`src/rtl/jstk_direction_decoder.sv`:
```
// PmodJSTK direction decoder: paced poll requests, packet latch, per-direction
// hysteresis and N-sample debounce, press pulses and link-loss detection.
module jstk_direction_decoder #(
  parameter int POLL_CYCLES    = 500000,
  parameter int TIMEOUT_CYCLES = 250000,
  parameter int HI_ON          = 520,
  parameter int HI_OFF         = 500,
  parameter int LO_ON          = 450,
  parameter int LO_OFF         = 470,
  parameter int DEB_SAMPLES    = 3
) (
  input  logic        clk_i,
  input  logic        rst_i,
  input  logic        pkt_valid_i,
  input  logic [39:0] pkt_data_i,
  output logic        snd_rec_o,
  output logic [3:0]  dir_o,
  output logic [3:0]  dir_pulse_o,
  output logic [2:0]  buttons_o,
  output logic [9:0]  axis_a_o,
  output logic [9:0]  axis_b_o,
  output logic        stale_o
);

  localparam int PW = (POLL_CYCLES > 1) ? $clog2(POLL_CYCLES) : 1;
  localparam int TW = (TIMEOUT_CYCLES > 0) ? $clog2(TIMEOUT_CYCLES + 1) : 1;
  localparam logic [PW-1:0] POLL_LAST = PW'(POLL_CYCLES - 1);
  localparam logic [TW-1:0] TOUT_LAST = TW'(TIMEOUT_CYCLES - 1);
  localparam logic [9:0] HI_ON_V  = 10'(HI_ON);
  localparam logic [9:0] HI_OFF_V = 10'(HI_OFF);
  localparam logic [9:0] LO_ON_V  = 10'(LO_ON);
  localparam logic [9:0] LO_OFF_V = 10'(LO_OFF);
  localparam logic [3:0] DEB_V    = 4'(DEB_SAMPLES);

  logic [PW-1:0]   poll_q, poll_d;
  logic            snd_rec_q, snd_rec_d;
  logic            armed_q, armed_d;
  logic [TW-1:0]   tcnt_q, tcnt_d;
  logic            stale_q, stale_d;
  logic [3:0]      raw_q, raw_d;
  logic [3:0]      dir_q, dir_d;
  logic [3:0]      dir_pulse_q, dir_pulse_d;
  logic [3:0][3:0] cnt_q, cnt_d;
  logic [2:0]      buttons_q, buttons_d;
  logic [9:0]      axis_a_q, axis_a_d;
  logic [9:0]      axis_b_q, axis_b_d;

  logic [9:0] pkt_a, pkt_b;
  logic [3:0] inc;

  assign pkt_a = {pkt_data_i[25:24], pkt_data_i[39:32]};
  assign pkt_b = {pkt_data_i[9:8], pkt_data_i[23:16]};

  always_comb begin
    poll_d      = poll_q;
    snd_rec_d   = 1'b0;
    armed_d     = armed_q;
    tcnt_d      = tcnt_q;
    stale_d     = stale_q;
    raw_d       = raw_q;
    dir_d       = dir_q;
    cnt_d       = cnt_q;
    buttons_d   = buttons_q;
    axis_a_d    = axis_a_q;
    axis_b_d    = axis_b_q;
    inc         = 4'd0;

    if (poll_q == POLL_LAST) begin
      poll_d    = '0;
      snd_rec_d = 1'b1;
    end else begin
      poll_d = poll_q + 1'b1;
    end

    if (pkt_valid_i) begin
      axis_a_d  = pkt_a;
      axis_b_d  = pkt_b;
      buttons_d = pkt_data_i[2:0];
      // Bit order {up, down, left, right}; each raw bit holds inside its band.
      raw_d[3] = raw_q[3] ? (pkt_a > HI_OFF_V)  : (pkt_a > HI_ON_V);
      raw_d[2] = raw_q[2] ? (pkt_a <= LO_OFF_V) : (pkt_a <= LO_ON_V);
      raw_d[1] = raw_q[1] ? (pkt_b <= LO_OFF_V) : (pkt_b <= LO_ON_V);
      raw_d[0] = raw_q[0] ? (pkt_b > HI_OFF_V)  : (pkt_b > HI_ON_V);
      for (int i = 0; i < 4; i++) begin
        if (raw_d[i] != dir_q[i]) begin
          inc = cnt_q[i] + 4'd1;
          if (inc == DEB_V) begin
            dir_d[i] = raw_d[i];
            cnt_d[i] = 4'd0;
          end else begin
            cnt_d[i] = inc;
          end
        end else begin
          cnt_d[i] = 4'd0;
        end
      end
      stale_d = 1'b0;
    end

    // A new request re-arms even when a packet lands in the same cycle.
    if (snd_rec_q) begin
      armed_d = 1'b1;
      tcnt_d  = '0;
    end else if (pkt_valid_i) begin
      armed_d = 1'b0;
    end else if (armed_q) begin
      if (tcnt_q == TOUT_LAST) begin
        armed_d = 1'b0;
        stale_d = 1'b1;
        dir_d   = 4'd0;
        cnt_d   = '0;
      end else begin
        tcnt_d = tcnt_q + 1'b1;
      end
    end

    dir_pulse_d = dir_d & ~dir_q;
  end

  always_ff @(posedge clk_i or posedge rst_i) begin
    if (rst_i) begin
      poll_q      <= '0;
      snd_rec_q   <= 1'b0;
      armed_q     <= 1'b0;
      tcnt_q      <= '0;
      stale_q     <= 1'b0;
      raw_q       <= 4'd0;
      dir_q       <= 4'd0;
      dir_pulse_q <= 4'd0;
      cnt_q       <= '0;
      buttons_q   <= 3'd0;
      axis_a_q    <= 10'd0;
      axis_b_q    <= 10'd0;
    end else begin
      poll_q      <= poll_d;
      snd_rec_q   <= snd_rec_d;
      armed_q     <= armed_d;
      tcnt_q      <= tcnt_d;
      stale_q     <= stale_d;
      raw_q       <= raw_d;
      dir_q       <= dir_d;
      dir_pulse_q <= dir_pulse_d;
      cnt_q       <= cnt_d;
      buttons_q   <= buttons_d;
      axis_a_q    <= axis_a_d;
      axis_b_q    <= axis_b_d;
    end
  end

  assign snd_rec_o   = snd_rec_q;
  assign dir_o       = dir_q;
  assign dir_pulse_o = dir_pulse_q;
  assign buttons_o   = buttons_q;
  assign axis_a_o    = axis_a_q;
  assign axis_b_o    = axis_b_q;
  assign stale_o     = stale_q;

endmodule
```
`config.mk`:
```
export PLATFORM = sky130hd
export DESIGN_NAME = jstk_direction_decoder
export DESIGN_NICKNAME = d
export VERILOG_FILES = /design/src/rtl/jstk_direction_decoder.sv
export SDC_FILE = /design/constraint.sdc
export NUM_CORES = 1
export LEC_CHECK = 0
export ABC_AREA = 1
export CAP_MARGIN = 0
export CORE_MARGIN = 2
export CORE_UTILIZATION = 54
export DETAILED_ROUTE_END_ITERATION = 10
export DONT_BUFFER_PORTS = 1
export MAX_ROUTING_LAYER = met4
export PLACE_DENSITY = 0.77
export SYNTH_ARGS = -nofsm -noshare
export SYNTH_HDL_FRONTEND = slang
export SYNTH_SLANG_ARGS = --single-unit
export TNS_END_PERCENT = 30
```
`constraint.sdc`:
```
create_clock -name clk_i -period 4.2 [get_ports clk_i]
set_clock_uncertainty 0.1 [all_clocks]
set_input_delay 0.84 -clock clk_i [delete_from_list [all_inputs] [get_ports clk_i]]
set_output_delay 0.84 -clock clk_i [all_outputs]
set_load 0.02 [all_outputs]
```
==> results by group, run 1 <==
Synth
  – Sequential area share after synthesis: 0.447
  – Async S/R FF share, synth: 1.00
  – Syn avg cell area: 7.57 um2
  – Flops & latches, synth: 91
  – Syn nets: 726
  – Synth Instances: 673
  – Synth cell types: 32
  – Syn. warnings: 0
  – Post-synth EDFFs: 0
  – Top-count cell post-synth: nand2_1
  – Dominant cell type by area after synthesis: dfrtp_1
  – Mapped Area: about 5000 um2
  – Most used DFF post-synth: dfrtp_1
  – Synth area leaders: dfrtp_1 (45%), nand2_1 (14%), nand3_1 (7.6%), nor2_1 (6.5%), inv_1 (5.2%)
  – Synth cell count leaders: nand2_1 (184), dfrtp_1 (91), nor2_1 (88)
  – Synth top area share: 0.447

STA
  – Post-route setup TNS: 0 ns
  – Fin crit period: 2.13 ns
  – Final setup viols: 0
  – Slew Limit Fails: 0
  – Slew @ Worst Pin: about 0.75 ns
  – Worst hold slack: 0.358 ns
  – Fin. Hold Viols: 0
  – Fmax: ~0.47 GHz
  – RSZ-0062 raised after global routing: no
  – Period Utilization, post-route: 0.506
  – Rel. slew slack: 0.502
  – Final worst slack: 2.07 ns

Critical path
  – Worst path cell trace: ha_1 > nand2_2 > nor2_4 > nand2_1 > nor2_2 > nand3_2 > nand3_1 > nand2_1
  – CP top delay family: simple AND/OR/NAND/NOR gates
  – Buf/Inv on CP: 0
  – Critical Path Source Type: register
  – FF-to-FF path depth: 8
  – Critical-path top delay cell: dfrtp_1
  – CP Capture Type: register
  – Critical path type: reg -> reg
  – Crit-path max FO: 17
  – Most frequent CP cell: nand2_1
  – Critical path arrival: 2.28 ns
  – Max incr delay on CP: 0.50 ns
  – Worst R2R Setup Slack: roughly 2.1 ns
  – Worst Path Required: 4.35 ns
  – Crit Reg-Reg Endpoint: cnt_q[2]
  – R2r startpoint: tcnt_q[0]

Final layout
  – Nets@finish: ~730
  – Ant. Diodes: 0
  – Synthesis-to-layout area growth: 5.85%
  – Share of layout cells above drive strength 1: 0.0619

Detailed routing
  – Routed Antenna Nets: 0
  – Total routed wirelength: 10800 um
  – Vias per cell: 5.47
  – WL met3: 577 um
  – Max Used Layer: met4
  – Initial DRC Count: roughly 220
  – Wire per inst: roughly 14 um
  – Vias post-DR: 4319
  – DR pass1 iterations: 9
  – Drt drc: 0
  – DR WL met2: 5330 um
  – WL met1: ~4700 um

Global routing
  – First-pass GRT wire length: between 15000 and 20000 um
  – Initial antenna violation count: 0
  – Vias in the first global route: 4312
  – GRT Total Usage: 0.231
  – Largest net degree at the start of global routing: 45
  – Gr ovfl total: 0

Placement
  – Port Buffers: 0
  – DP HPWL: 7970 um
  – Pre-CTS setup slack: 2.00 ns
  – Placer Congestion: 0.991

Floorplan
  – Core Region: around 9200 um2
  – Row count: 35
  – Die Y: 101 um
  – Io pins: 76
  – Die area: 10200 um2
  – Starting Density: 0.554
  – Die Width: 101 um

Pwr
  – Max VDD drop: 167 uV
  – PD cells: 393 nW/um2
  – Leak: 2.72 nW

Clock network
  – Post-CTS Resized: 0
  – # clock sinks: 91
  – Hold_buf cts: 0
  – CTS tree: done
  – CTS root buf: clkbuf_8
  – TritonCTS Buffers: 9
  – Clock slew at reported path FFs: 0.09 ns
  – H-tree levels: 3
  – Worst-skew pair later-pin latency: 0.36 ns
  – CTS Buffer Depth: 2
  – Post-CTS Setup Repair Bufs: 0

Flow run
  – # Max-Cap Violations: 0

Worst hold path
  – Hold Path Class: in -> async

Outcome
  – Status: completed
==> layout make-up <==
class	instances	area [um2]
sequential	91	2280
multi-input combinational	494	2460
timing repair buffer	3	22.5
clock buffer	10	138
inverter	74	279
fill	833	3800
tap	111	139
clock inverter	6	72.6
==> cells by family after synthesis <==
kind of cell	synth area share
xor+xnor	0.0585
flops	0.447
buf+inv	0.0693
compound gates	0.0484
fa+ha+maj	0.0246
simple gates	0.352
==> report_power, final <==
| part | switching [W] | total [W] | internal (W) |
|---|---|---|---|
| Sequential | 0.000161 | 0.00114 | 0.000975 |
| Clock | 0.000326 | 0.000623 | 0.000296 |
| Combinational | 0.000222 | 0.000361 | 0.000140 |
| Total | 0.000708 | 0.00212 | 0.00141 |
==> cells in the final DEF, fill, tap and decap left out, types with 2 or more instances in the layout <==
cell and n:
inv_1 69, nand2_2 2, inv_2 3, nand3b_1 5, nor2_2 2, nand4_1 21, nor2_4 4, ha_1 10
xnor2_1 5, o21ai_0 27, nand2_1 184, xor2_1 29, clkinv_4 3, o21ai_2 6, nor3_1 18, a21oi_1 6
buf_4 3, dfrtp_1 91, o21bai_1 2, nand3_2 2, nor2_1 88, clkbuf_8 10, nand3_1 77
==> routing by layer <==
metal  GRT usage  up-vias
met5           -        -
met4      0.0811        0
met3      0.0395       20
met2       0.398      117
met1       0.273     2031
li1            -     2151
==> flip-flops by register name, indices dropped and copies added, names as in the netlist, 3 cells and up <==
| register | flops |
|---|---|
| raw_q | 4 |
| tcnt_q | 18 |
| poll_q | 19 |
| buttons_o | 3 |
| dir_pulse_o | 4 |
| dir_o | 4 |
| axis_b_o | 10 |
| cnt_q | 16 |
| axis_a_o | 10 |
==> worst max-delay path by stage <==
stage,from,cells after the start,slack [ns],end
floorplan,rst_i,1,0.90,armed_q
global placement,pkt_valid_i,5,2.04,dir_o[1]
detailed placement,pkt_valid_i,5,2.00,dir_o[1]
CTS,tcnt_q[0],8,2.09,cnt_q[2]
global route,tcnt_q[0],8,1.92,cnt_q[15]
finish,tcnt_q[0],8,2.07,cnt_q[2]
==> through the flow <==
stage / area [um2] / cells / util / total power [W]
after detailed placement: 5180 / 773 / 0.563 / 0.00151
after CTS: 5390 / 789 / 0.586 / 0.00214
final: 5390 / 789 / 0.586 / 0.00212
after global routing: 5390 / 789 / 0.586 / 0.00224
after floorplan: 5090 / 673 / - / 0.00142
after global placement: 5180 / 773 / 0.563 / 0.00148
==> worst reg2reg max path, cell delays in order (launching register included) <==
cell and delay, ns:
dfrtp_1 0.50, ha_1 0.32, nand2_2 0.10, nor2_4 0.17, nand2_1 0.10, nor2_2 0.15, nand3_2 0.32, nand3_1 0.18
nand2_1 0.07
No activity file was read; power rests on OpenSTA's default activity.
==> inputs of run 2 (changes only) <==
==> constraint.sdc (replaced) <==
create_clock -name clk_i -period 2.08 [get_ports clk_i]
set_clock_uncertainty 0.1 [all_clocks]
set_input_delay 0.416 -clock clk_i [delete_from_list [all_inputs] [get_ports clk_i]]
set_output_delay 0.416 -clock clk_i [all_outputs]
set_load 0.02 [all_outputs]
==> results by group, run 2 (synthesis results as in run 1) <==
Final layout
  – Fin cells: 794 (+0.63%)
  – Commonest non-fill, non-tap cell in the layout: nand2_1
  – Ant. Diodes: 0 (unchanged)
  – Max reg flops: 19 (unchanged)
  – Largest Register: poll_q
  – Fill count: 828 (-0.60%)
  – Commonest non-fill, non-tap cells in the layout: nand2_1 (184), dfrtp_1 (91), nor2_1 (88)
  – Share of layout cells above drive strength 1: 0.0659 (+0.00394)
  – Synthesis-to-layout area growth: 6.95%
  – Nets@finish: 731 (+0.69%)
  – Top Registers: poll_q x19, tcnt_q x18, cnt_q x16

Pwr
  – Comb power frac: 0.174 (+0.004)
  – Sequential power share: 0.537 (about the same)
  – PD cells: 785 nW/um2 (+100%)
  – Switching part of the total: 0.333 (-0.00100)
  – Int Power: 0.00285 W (+100%)
  – Clock power share: 0.289 (-0.005)
  – Leak: 2.74 nW (+0.63%)
  – Total power: 0.00428 W (+100%)
  – Max VDD drop: 319 uV (+91%)
  – Switching pwr: 0.00142 W (+100%)

Detailed routing
  – Routed Antenna Nets: 0 (unchanged)
  – Drt drc: 0 (unchanged)
  – Wire per inst: 13.5 um (-2.1%)
  – Initial DRC Count: 218 (+1.4%)
  – Total routed wirelength: 10700 um (-1.4%)
  – Vias post-DR: 4356 (+0.86%)
  – Vias per cell: 5.49 (+0.22%)
  – DR pass1 iterations: 4 (-5)

Critical path
  – CP startpoint: tcnt_q[1]
  – R2r startpoint: tcnt_q[1]
  – Most frequent CP cell: nand2_1
  – FF-to-FF path depth: 8 (unchanged)
  – Critical Path Source Type: register
  – Max incr delay on CP: 0.40 ns (-0.10 ns)
  – Critical path type: reg -> reg
  – Buf/Inv on CP: 0 (unchanged)
  – CP top delay family: simple AND/OR/NAND/NOR gates
  – Crit-path max FO: 17 (unchanged)
  – Critical-path top delay cell: dfrtp_1
  – CP Capture Type: register
  – Worst path cell trace: ha_1 > nand2_2 > nor2_4 > nand2_1 > nor2_2 > nand3_2 > nand3_1 > nand2_1
  – Crit Reg-Reg Endpoint: cnt_q[3]
  – Critical path arrival: 2.05 ns (-0.23 ns)
  – Worst Path Required: 2.22 ns (-2.13 ns)
  – Worst R2R Setup Slack: 0.18 ns (-1.90 ns)

Worst hold path
  – Hold Crit Depth: 1
  – Hold endpoint: raw_q[3]
  – Hold Path Class: in -> reg
  – Hold_sp: pkt_valid_i

Floorplan
  – Io pins: 76 (unchanged)
  – Starting Density: 0.554 (unchanged)
  – Die Width: 101 um (unchanged)
  – Row count: 35 (unchanged)
  – Die area: 10200 um2 (unchanged)
  – Core Region: 9200 um2 (unchanged)
  – Die Y: 101 um (unchanged)

Placement
  – Port Buffers: 0 (unchanged)
  – Placer Congestion: 0.950 (-4.2%)
  – Pre-CTS setup slack: 0.196 ns (-1.81 ns)
  – DP Cell Count: 776 (+0.39%)
  – DP HPWL: 7710 um (-3.3%)

STA
  – Final setup viols: 0 (unchanged)
  – Rel. slew slack: 0.687 (+0.185)
  – Period Utilization, post-route: 0.915 (+0.409)
  – Slew @ Worst Pin: 0.469 ns (-0.277 ns)
  – Final worst slack: 0.177 ns (-1.90 ns)
  – Fmax: 0.525 GHz (+12%)
  – Slew Limit Fails: 0 (unchanged)
  – RSZ-0062 raised after global routing: yes
  – Fin. Hold Viols: 0 (unchanged)
  – Fin crit period: 1.90 ns (-0.223 ns)

Clock network
  – TritonCTS Buffers: 9 (unchanged)
  – CTS tree: done
  – H-tree levels: 3 (unchanged)
  – CTS Buffer Depth: 2 (unchanged)
  – Worst-skew pair later-pin latency: 0.36 ns (about the same)
  – CTS root buf: clkbuf_8
  – # clock sinks: 91 (unchanged)
  – Clock slew at reported path FFs: 0.10 ns (about the same)

Global routing
  – Initial antenna violation count: 0 (unchanged)
  – Largest net degree at the start of global routing: 92 (+100%)
  – GRT Total Usage: 0.229 (-0.00225)
  – First-pass GRT wire length: 18400 um (-1.2%)
  – Vias in the first global route: 4114 (-4.6%)
  – Gr ovfl total: 0 (unchanged)

Flow run
  – # Max-Cap Violations: 0 (unchanged)

Outcome
  – Status: completed
## run 2: changes by cell type in the layout (fill, tap and decap cells not counted), sizes merged
cell	before	now
dlygate4sd3	0	2
clkbuf	10	11
clkinvlp	1	3
inv	73	72
clkinv	5	3
buf	3	6
## run 2: how the worst max path moves through the flow
stage | to | slack (ns) | cells after the start
4_1_cts | cnt_q[3] | 0.18 | 8
5_1_grt | cnt_q[9] | -0.02 | 8
2_1_floorplan | cnt_q[6] | 0.37 | 9
6_report | cnt_q[3] | 0.18 | 8
3_3_place_gp | cnt_q[13] | 0.23 | 8
3_5_place_dp | cnt_q[9] | 0.20 | 8
## run 2: through the flow
| step | TNS [ns] | hold WS (ns) | utilization | instance area (um2) |
|---|---|---|---|---|
| 2_1_floorplan | 0 | 0.353 | - | 5100 |
| 3_3_place_gp | 0 | 0.358 | 0.567 | 5220 |
| 3_5_place_dp | 0 | 0.367 | 0.567 | 5220 |
| 4_1_cts | 0 | 0.0507 | 0.592 | 5440 |
| 5_1_grt | -0.0371 | 0.0504 | 0.592 | 5450 |
| 6_report | 0 | 0.0583 | 0.592 | 5450 |
## run 2: layout make-up
class | instances | area [um2] | share of cell area
tap | 111 | 139 | 0.0255
multi-input combinational | 494 | 2470 | 0.453
timing repair buffer | 8 | 77.6 | 0.0142
clock buffer | 11 | 141 | 0.0260
sequential | 91 | 2280 | 0.418
clock inverter | 5 | 62.6 | 0.0115
inverter | 74 | 282 | 0.0517
## run 2: repair_timing
action | 4_1_cts | 5_1_grt
hold buffers | 2 | 0
gates resized for setup | 0 | 1
buffers inserted | 0 | 0
setup endpoints to repair | 0 | 5
hold endpoints to repair | 92 | 0
## run 2: metal layers
| layer | global-route usage | vias up | share of wire |
|---|---|---|---|
| met5 | - | - | 0 |
| met3 | 0.0444 | 6 | 0.060 |
| li1 | - | 2160 | - |
| met1 | 0.281 | 2071 | 0.44 |
| met2 | 0.388 | 119 | 0.50 |
| met4 | 0.0582 | 0 | 0.0061 |
## run 2: power by group through the flow
stage / sequential, W / clock, W / combinational [W]
floorplan: 0.00226 / 0 / 0.000605
global placement: 0.00231 / 0 / 0.000694
detailed placement: 0.00232 / 0 / 0.000744
CTS: 0.00229 / 0.00126 / 0.000749
global route: 0.00232 / 0.00134 / 0.000881
finish: 0.00230 / 0.00124 / 0.000744
==> inputs of run 3 (changes only) <==
--- a/config.mk
+++ b/config.mk
@@ -9,6 +9,7 @@
 export CAP_MARGIN = 0
 export CORE_MARGIN = 2
 export CORE_UTILIZATION = 54
+export CTS_CLUSTER_SIZE = 30
 export DETAILED_ROUTE_END_ITERATION = 10
 export DONT_BUFFER_PORTS = 1
 export MAX_ROUTING_LAYER = met4
==> results of run 3 <==
The final DEF is identical to that of run 2; final timing and power are the same.
